`config.mk`:
```
export PLATFORM = sky130hd
export DESIGN_NAME = pipelined_approx_multiplier
export DESIGN_NICKNAME = d
export VERILOG_FILES = /design/src/rtl/pipelined_approx_multiplier.sv
export SDC_FILE = /design/constraint.sdc
export NUM_CORES = 1
export LEC_CHECK = 0
export CAP_MARGIN = 20
export CORE_MARGIN = 2
export CORE_UTILIZATION = 40
export CTS_BUF_LIST = sky130_fd_sc_hd__clkbuf_4
export DETAILED_ROUTE_END_ITERATION = 6
export DONT_BUFFER_PORTS = 1
export PLACE_DENSITY = 0.59
export SKIP_LAST_GASP = 1
export SLEW_MARGIN = 0
export SYNTH_ARGS = -nofsm -noshare
export SYNTH_HDL_FRONTEND = slang
export SYNTH_SLANG_ARGS = --single-unit
```
`constraint.sdc`:
```
create_clock -name clk -period 3.15 [get_ports clk]
set_input_delay 0 -clock clk [delete_from_list [all_inputs] [get_ports clk]]
set_output_delay 0 -clock clk [all_outputs]
set_load 0.1 [all_outputs]
```
`src/rtl/pipelined_approx_multiplier.sv`:
```
// Pipelined unsigned WIDTH x WIDTH multiplier: carry-save reduction tree
// with optional low-column truncation plus a rounding constant.
// Ports:
//   clk, reset (async, active-high)
//   in_valid/in_ready/a/b/approx_en/trunc_k/in_tag : operand side
//   out_valid/out_ready/result/out_tag/out_exact  : product side
module pipelined_approx_multiplier #(
  parameter int WIDTH = 8,
  parameter int STAGES = 3,
  parameter int TAG_W = 4,
  localparam int KW = $clog2(WIDTH+1)
) (
  input  logic               clk,
  input  logic               reset,
  input  logic               in_valid,
  output logic               in_ready,
  input  logic [WIDTH-1:0]   a,
  input  logic [WIDTH-1:0]   b,
  input  logic               approx_en,
  input  logic [KW-1:0]      trunc_k,
  input  logic [TAG_W-1:0]   in_tag,
  output logic               out_valid,
  input  logic               out_ready,
  output logic [2*WIDTH-1:0] result,
  output logic [TAG_W-1:0]   out_tag,
  output logic               out_exact
);

  localparam int PW = 2*WIDTH;
  localparam int NR = WIDTH+1;
  localparam int NP = NR+2;
  localparam int L  = STAGES-1;

  typedef struct packed {
    logic [PW-1:0]    s;
    logic [PW-1:0]    c;
    logic [TAG_W-1:0] tag;
    logic             exact;
  } pl_t;

  logic [KW-1:0]     kc;
  logic [KW-1:0]     keff;
  pl_t               pin;
  logic [STAGES-1:0] vld;
  logic [STAGES-1:0] free;
  pl_t               pl [STAGES];

  assign kc   = (trunc_k > KW'(WIDTH)) ? KW'(WIDTH) : trunc_k;
  assign keff = approx_en ? kc : '0;

  // Rows: WIDTH masked partial products plus one rounding row,
  // compressed level by level with 3:2 / 2:2 counters until two remain.
  always_comb begin : csa
    logic [PW-1:0] rw [NP];
    logic [PW-1:0] nx [NP];
    logic [PW-1:0] mask;
    int n;
    int m;
    mask = '0;
    for (int col = 0; col < PW; col++)
      mask[col] = (col >= int'(keff));
    for (int r = 0; r < NP; r++) begin
      rw[r] = '0;
      nx[r] = '0;
    end
    for (int j = 0; j < WIDTH; j++)
      rw[j] = (PW'(a & {WIDTH{b[j]}}) << j) & mask;
    if (keff != '0 && a != '0 && b != '0)
      rw[WIDTH] = PW'(1) << (keff - KW'(1));
    n = NR;
    for (int lv = 0; lv < NR; lv++) begin
      if (n > 2) begin
        m = 0;
        for (int r = 0; r < NP; r++)
          nx[r] = '0;
        for (int g = 0; 3*g < NR; g++) begin
          if (3*g+2 < n) begin
            nx[m]   = rw[3*g] ^ rw[3*g+1] ^ rw[3*g+2];
            nx[m+1] = ((rw[3*g] & rw[3*g+1]) |
                       (rw[3*g] & rw[3*g+2]) |
                       (rw[3*g+1] & rw[3*g+2])) << 1;
            m = m + 2;
          end else if (3*g+1 < n) begin
            nx[m]   = rw[3*g] ^ rw[3*g+1];
            nx[m+1] = (rw[3*g] & rw[3*g+1]) << 1;
            m = m + 2;
          end else if (3*g < n) begin
            nx[m] = rw[3*g];
            m = m + 1;
          end
        end
        for (int r = 0; r < NP; r++)
          rw[r] = nx[r];
        n = m;
      end
    end
    pin.s     = rw[0];
    pin.c     = rw[1];
    pin.tag   = in_tag;
    pin.exact = (keff == '0);
  end

  // A stage may load when empty or when everything downstream moves.
  always_comb begin : flow
    logic [STAGES-1:0] f;
    f = '0;
    f[L] = !vld[L] || out_ready;
    for (int i = L-1; i >= 0; i--)
      f[i] = !vld[i] || f[i+1];
    free = f;
  end

  always_ff @(posedge clk or posedge reset) begin
    if (reset) begin
      vld <= '0;
      for (int i = 0; i < STAGES; i++)
        pl[i] <= '0;
    end else begin
      if (free[0]) begin
        vld[0] <= in_valid;
        if (in_valid)
          pl[0] <= pin;
      end
      for (int i = 1; i < STAGES; i++) begin
        if (free[i]) begin
          vld[i] <= vld[i-1];
          if (vld[i-1])
            pl[i] <= pl[i-1];
        end
      end
    end
  end

  // Final carry-propagate add on the registered sum/carry pair.
  assign in_ready  = free[0];
  assign out_valid = vld[L];
  assign result    = pl[L].s + pl[L].c;
  assign out_tag   = pl[L].tag;
  assign out_exact = pl[L].exact;

endmodule
```
==> results of run 1 <==
## layout by cell type, fill, tap and decap left out, types with 6 or more instances in the layout
cell type | netlist | layout
and3_1 | 25 | 25
dlygate4sd3_1 | 0 | 12
and2_1 | 22 | 22
ha_1 | 35 | 35
mux2_2 | 104 | 104
buf_4 | 12 | 21
nand2b_1 | 8 | 8
xnor2_2 | 0 | 9
conb_1 | 1 | 7
dfrtp_1 | 108 | 108
nor2_1 | 13 | 13
a21o_1 | 6 | 6
inv_1 | 52 | 51
fa_1 | 49 | 49
nand3_1 | 16 | 16
clkbuf_4 | 0 | 11
nand2_1 | 20 | 20
## registers in the layout, indices dropped and copies added (netlist names)
register,count
pl,100
out_tag,4
vld,3
out_exact,1
## cell families (layout without fill, tap and decap cells)
logic type | Yosys count | count (layout) | share of synthesized area
and+or+nand+nor | 121 | 121 | 0.0994
DFF | 108 | 108 | 0.405
muxes | 105 | 105 | 0.177
adders and majority gates | 84 | 84 | 0.213
buffers and inverters | 74 | 101 | 0.0503
AOI/OAI and AO/OA | 35 | 35 | 0.0381
xor gates and xnor gates | 13 | 13 | 0.0171
other | 1 | 8 | 0.000562
## final timing paths
path	start	to	slack, ps	cells past startpoint
worst max-delay path	approx_en	pl[102]	190	13
worst min-delay path	reset	out_tag[2]	90	2
worst max register to register	vld[2]	pl[96]	1060	5
worst min register to register	pl[110]	pl[110]	500	2
max in group asynchronous	reset	pl[61]	2200	3
min in group clk	a[7]	pl[107]	140	4
## power by group
part	total (mW)	switching [mW]	internal, mW	leakage (nW)
clock	0.674	0.416	0.258	0.0763
sequential	2.34	0.521	1.82	1.35
combinational	3.52	2.31	1.22	2.17
total	6.54	3.25	3.30	3.60
## routing by layer
layer	up-vias	global-route usage
met5	-	0
met4	0	0.0461
met3	18	0.0285
met2	92	0.216
met1	1952	0.213
li1	1887	-
## stage by stage
step,util,power (mW),hold WS (ps)
CTS,0.445,6.62,97.2
detailed placement,0.430,5.93,5.17
floorplan,-,5.17,108
finish,0.445,6.54,93.6
global route,0.445,6.97,109
global placement,0.430,5.84,-3.73
## worst reg2reg max path: stages (launching register included)
cell     delay, ps
dfrtp_1        380
nor2b_1        180
nand3_1         90
buf_4          240
nand2_2        650
mux2_2         450
## layout make-up
class,instances,share of cell area
tap,220,0.0376
clock buffer,11,0.0113
antenna,1,0.000341
sequential,108,0.369
timing repair buffer,33,0.0379
inverter,52,0.0270
multi-input combinational,365,0.510
clock inverter,5,0.00700
==> flow_summary.toml, run 1 <==
[status]
status = "completed"

[critical_path]
path_class = "input port to flip-flop"
crit_buf_inv = 4
cp_top_family = "adder cells"
worst_setup_path_start_kind = "input port"
path_max_fanout = 8
endpoint_kind = "flip-flop"
cpMaxStageDelayCell = "dlygate4sd3_1"
required_ps = 3500
cpPeakStageDelay_ps = 520
path_cells = "dlygate4sd3_1, o41ai_1, buf_4, a21oi_2, nand2_1, nor2_1, fa_1, fa_1, inv_1, fa_1, inv_1, fa_1, mux2_2"
cp.arrival_ps = 3300
crit_path_frequent_cell = "fa_1"

[yosys]
yosys-top-cells-area = "dfrtp_1 (41%), mux2_2 (18%), fa_1 (15%), ha_1 (6.6%), inv_1 (2.9%)"
syn_area_um2 = 6670
ys_types = 48
synth_largest_area_cell = "dfrtp_1"
seq_area_frac_synth = 0.405
synth_top_area_share = 0.405
yosysMostFrequentCell = "dfrtp_1"
synth_edf_count = 0
synth_ff_type = "dfrtp_1"
avgSynthCellArea_um2 = 12.3
synthTopCellsByCount = "dfrtp_1 (108), mux2_2 (104), inv_1 (52), fa_1 (49), ha_1 (35)"
ys_warn_count = 0
synth_async_sr_flop_share = 1.00
ys_ff_latch = 108
netlist_instances = 541

[die]
num_rows = 47
initial_utilization = 0.405
die_x_um = 133
core_um2 = 16500
die_area_um2 = 17700
ios = 52
fp.dieH_um = 133

[layout]
multi_input_comb_area_um2 = 3740
finalNetCount = 682
synthToLayoutAreaGrowth_pct = 9.84
layout-drive-gt1-share = 0.279
regArea_um2 = 2700
layout.cells.non_filler = 795
final_cell_area_um2 = 7330
nFillCells = 1543

[job]
drv_cap = 0

[timing]
slew_headroom = 0.394
finalHoldViolCount = 0
worst_slack_ps = 194
period_minus_slack_ps = 2960
slew_viol_final = 0
rsz0062_at_grt = "false"
skew_ps = 16.1
fin_setup_tns_ps = 0
tightestPinTransition_ps = 909
timing.fmax_mhz = 338
setup_violations = 0
period_share = 0.938

[drt]
drt-initial-drc-count = 166
m1WireLength_mm = 5.91
dr.pass1.iters = 4
drc = 0
antenna_left = 0
maxUsedRoutingLayer = "met4"
routed_wl_mm = 11.8
via_per_inst = 4.97
routedWlPerCell_um = 14.8
met2_length_mm = 5.22
vias = 3949
wl_met3_um = 498

[placed_design]
place_ws_ps = 0.816
placed_cell_area_um2 = 7070
post-dp-hpwl_mm = 9.31
numPortBuffers = 0
gp_congestion = 0.783
place_inst = 766

[clocking]
cts_buffers = 9
clockRootBuffer = "clkbuf_4"
cts_buffer_depth = 2
clk_pin_slew_ps = 150
cts_hold_buf = 12
cts_sinks = 108
worstSkewPairLatency_ps = 450
cts_max_level = 3
cts_tree = "yes"
ctsResizeCount = 0
postCtsSetupBuffers = 0

[grt]
overflow = 0
grt_start_max_net_pins = 55
grt_usage = 0.144
grt_pass1_vias = 4138
antenna_found_initial = 1
grt_pass1_wl_mm = 20.7

[power_and_ir_drop]
leakagePower_nw = 3.60
ir_worst_vdd_mv = 0.803
power_density_nw_per_um2 = 893

[hold_path]
hp-class = "input port to async pin"
(Power assumes the default switching activity.)
==> run 2, diff against run 1 <==
- RECOVER_POWER: default -> 100
==> run 2 against run 1 <==
  * The flow now finishes with violations (capacitance limit, slew limit)
  * Worst setup slack got worse by 10 ps
  * Sequential power barely moved
  * Combinational power fell by 2%
  * Global-route usage did not move
  * First-iteration DRC count rose by 1.2%
  * Flip-flop and latch count did not move
  * Critical endpoint unchanged
  * Largest cell class unchanged
  * Largest power group unchanged
==> flow_summary.toml, run 2 (synthesis gave the netlist of run 1 again) <==
[status]
failed_checks = "capacitance limit, slew limit"
status = "finished with violations"

[power_and_ir_drop]
seqPwrFrac = 0.363
intPower_mw = 3.22
p_comb_frac = 0.533
leakagePower_nw = 3.58
power_density_nw_per_um2 = 887
p_clk_frac = 0.104
p_sw_mw = 3.24
ir_worst_vdd_mv = 0.798
switching_share = 0.502

[timing]
holdWs_ps = 142
rsz0062_at_grt = "false"
fin_setup_tns_ps = 0
tightestPinTransition_ps = 2260
period_minus_slack_ps = 2970
slew_viol_final = 55
timing.fmax_mhz = 337
skew_ps = 14.6
finalHoldViolCount = 0
period_share = 0.942
setup_violations = 0
slew_headroom = -0.517

[layout]
final_cell_area_um2 = 7280
layout-drive-gt1-share = 0.270
nFillCells = 1553
layout_common_cells = "dfrtp_1 (108), mux2_2 (104), inv_1 (51)"
final_common_cell = "dfrtp_1"
finalNetCount = 682
regMostFlops = "pl"
synthToLayoutAreaGrowth_pct = 9.11
largest_reg_flops = 100

[drt]
antenna_left = 0
routed_wl_mm = 11.8
routedWlPerCell_um = 14.8
via_per_inst = 4.97
dr.pass1.iters = 4
drt-initial-drc-count = 168
vias = 3952
drc = 0

[critical_path]
path_max_fanout = 8
cpPeakStageDelay_ps = 520
r2r_start = "vld[2]"
path_class = "input port to flip-flop"
worst_setup_path_start_kind = "input port"
cp.arrival_ps = 3310
endpoint_kind = "flip-flop"
cpMaxStageDelayCell = "dlygate4sd3_1"
path_cells = "dlygate4sd3_1, o41ai_1, clkbuf_1, a21oi_2, nand2_1, nor2_1, fa_1, fa_1, inv_1, fa_1, inv_1, fa_1, mux2_2"
crit_path_frequent_cell = "fa_1"
cp_top_family = "adder cells"
crit_buf_inv = 4
cp-startpoint = "approx_en"
required_ps = 3490

[placed_design]
placed_cell_area_um2 = 7070
post-dp-hpwl_mm = 9.31
gp_congestion = 0.783
numPortBuffers = 0

[clocking]
cts_sinks = 108
clockRootBuffer = "clkbuf_4"
clk_pin_slew_ps = 150
cts_buffer_depth = 2
cts_buffers = 9
worstSkewPairLatency_ps = 450
cts_max_level = 3
postCtsSetupBuffers = 0
cts_tree = "yes"

[hold_path]
min_from = "a[7]"
hp-class = "input port to flip-flop"

[die]
core_um2 = 16500
num_rows = 47
initial_utilization = 0.405
die_area_um2 = 17700
fp.dieH_um = 133
ios = 52
die_x_um = 133

[grt]
grt_start_max_net_pins = 55
grt_pass1_vias = 4138
overflow = 0
grt_pass1_wl_mm = 20.7
grt_usage = 0.144
antenna_found_initial = 1

[job]
drv_cap = 2
-- run 2: through the flow --
step           worst slack [ps]  power (mW)  cells  utilization
6_report                    184        6.46    795        0.442
4_1_cts                     217        6.62    794        0.445
5_1_grt                    68.4        6.89    795        0.442
3_5_place_dp              0.816        5.93    766        0.430
2_1_floorplan              8.30        5.17    547            -
3_3_place_gp               35.3        5.84    766        0.430
-- run 2: power by group through the flow --
stage,registers [mW],clock network (mW),logic (mW)
3_5_place_dp,2.38,0,3.54
2_1_floorplan,2.05,0,3.12
5_1_grt,2.41,0.763,3.72
6_report,2.34,0.675,3.44
4_1_cts,2.35,0.702,3.57
3_3_place_gp,2.36,0,3.48
-- run 2: worst register-to-register path, delay by kind of cell (launching register included) --
family        cells  cell delay (ps)
flops             1              370
buf+inv           2             1490
mux               1              430
simple gates      2              470
-- run 2: worst paths after layout --
| kind | endpoint | slack (ps) | cells past startpoint |
|---|---|---|---|
| worst max-delay path | pl[102] | 180 | 13 |
| worst min-delay path | pl[107] | 140 | 4 |
| worst max register to register | pl[28] | 290 | 5 |
| worst min register to register | pl[110] | 500 | 2 |
| max in group asynchronous | pl[61] | 1000 | 3 |
| min in group asynchronous | out_tag[2] | 590 | 2 |
-- run 2: final cells by class --
class                      count  area, um^2  share of cell area
multi-input combinational    365        3730               0.513
sequential                   108        2700               0.371
clock inverter                 5        51.3             0.00705
antenna                        1        2.50            0.000344
inverter                      52         196              0.0270
timing repair buffer          33         236              0.0325
tap                          220         275              0.0378
clock buffer                  11        82.6              0.0113
-- run 2: per-layer routing --
metal / part of all wire / wire length, um / global-route usage / up-vias
met5: 0 / 0 / 0 / -
met2: 0.44 / 5230 / 0.216 / 90
met4: 0.013 / 159 / 0.0461 / 0
li1: - / - / - / 1887
met3: 0.042 / 492 / 0.0285 / 14
met1: 0.50 / 5930 / 0.213 / 1961
-- run 2: what timing repair did --
item                                   4_1_cts  5_1_grt
endpoints found under the hold margin       61        0
hold buffers                                12        0
gates resized for setup                      0        0
setup endpoints to repair                    0        0
==> run 3, diff against run 2 <==
- CORE_UTILIZATION: 40 -> 46
- PLACE_DENSITY: 0.59 -> 0.66
- REMOVE_ABC_BUFFERS: default -> 1
==> run 3 against run 2 <==
  * The run still ends with capacitance limit, slew limit left
  * Clock skew about the same
  * Hold slack got worse by 72 ps
  * Total power is 2.7% higher
  * Worst setup slack worse by 46 ps
  * Clock power up 22%
  * Global-route usage up 2.8 points
  * Critical endpoint unchanged
==> flow_summary.toml, run 3 (synthesis gave the netlist of run 1 again) <==
[grt]
overflow = 0
antenna_found_initial = 1
grt_start_max_net_pins = 58
grt_usage = 0.173
grt_pass1_vias = 4312
grt_pass1_wl_mm = 21.5

[power_and_ir_drop]
total_power_mw = 6.63
ir_worst_vdd_mv = 0.560
power_density_nw_per_um2 = 911
leakagePower_nw = 3.60

[critical_path]
cp.arrival_ps = 3400
required_ps = 3540
worst_setup_path_start_kind = "input port"
endpoint_kind = "flip-flop"
path_class = "input port to flip-flop"
r2r-end = "pl[10]"
path_max_fanout = 8
r2r_start = "vld[2]"
regToRegSetupSlack_ps = 230
reg2reg_depth = 5

[placed_design]
place_inst = 730
placed_cell_area_um2 = 7030
post-dp-hpwl_mm = 9.37
place_ws_ps = 26.0
numPortBuffers = 0
gp_congestion = 0.913

[layout]
synthToLayoutAreaGrowth_pct = 9.08
final_common_cell = "dfrtp_1"
layout-drive-gt1-share = 0.274
layout_common_cells = "dfrtp_1 (108), mux2_2 (104), inv_1 (52)"
regMostFlops = "pl"
utilization = 0.507
largest_reg_flops = 100
final_cell_area_um2 = 7280
finalNetCount = 682
layout.cells.non_filler = 759

[drt]
routed_wl_mm = 12.5
antenna_left = 0
drc = 0
drt-initial-drc-count = 176
via_per_inst = 5.26
routedWlPerCell_um = 16.5
vias = 3994
dr.pass1.iters = 4

[timing]
timing.fmax_mhz = 332
skew_ps = 15.0
worst_slack_ps = 138
rsz0062_at_grt = "false"
period_share = 0.956
setup_violations = 0
finalHoldViolCount = 0
tightestPinTransition_ps = 2180
fin_setup_tns_ps = 0
period_minus_slack_ps = 3010
holdWs_ps = 70.6
slew_viol_final = 58
slew_headroom = -0.458

[clocking]
cts_tree = "yes"
clockRootBuffer = "clkbuf_4"
cts_sinks = 108
cts_hold_buf = 12
cts_buffers = 9
cts_buffer_depth = 2
cts_max_level = 3
ctsResizeCount = 0
clk_pin_slew_ps = 170
postCtsSetupBuffers = 0
worstSkewPairLatency_ps = 480

[die]
die_area_um2 = 15500
num_rows = 44
initial_utilization = 0.464
die_x_um = 124
fp.dieH_um = 124
ios = 52
core_um2 = 14400

[hold_path]
hp-class = "input port to flip-flop"
holdPathStages = 5
whs_endpoint = "pl[96]"
min_from = "trunc_k[1]"

[status]
failed_checks = "capacitance limit, slew limit"
status = "finished with violations"

[job]
drv_cap = 1
[run 3: layout make-up]
type / count / area, um^2
clock buffers: 9 / 67.6
multi-input cells: 365 / 3740
repair buffers: 33 / 239
flip-flops and latches: 108 / 2700
clock inverters: 7 / 105
inverters: 52 / 195
well taps: 184 / 230
diodes: 1 / 2.50
fillers: 1265 / 7090
[run 3: worst max-delay path: stages]
cell and delay (ps):
dlygate4sd3_1 560, o41ai_1 80, buf_4 140, a21oi_2 150, nand2_1 70, nor2_1 110, fa_1 450, fa_1 530
inv_1 50, fa_1 470, inv_1 50, fa_1 460, mux2_2 260
[run 3: worst max-delay path by stage]
| stage | startpoint | to |
|---|---|---|
| global route | vld[2] | pl[10] |
| finish | approx_en | pl[102] |
| global placement | trunc_k[0] | pl[102] |
| CTS | approx_en | pl[102] |
| detailed placement | trunc_k[0] | pl[102] |
| floorplan | vld[2] | pl[100] |
[run 3: power by group]
| part | switching (mW) | leakage, nW | total, mW | internal [mW] |
|---|---|---|---|---|
| clock network | 0.490 | 0.0891 | 0.824 | 0.335 |
| registers | 0.510 | 1.35 | 2.33 | 1.82 |
| logic | 2.34 | 2.15 | 3.48 | 1.14 |
[run 3: layer usage]
metal  track usage  vias up  routed length (um)
met2         0.284       77                6010
li1              -     1880                   -
met5             0        -                   0
met3        0.0331       14                 515
met1         0.229     2023                5770
met4        0.0654        0                 226
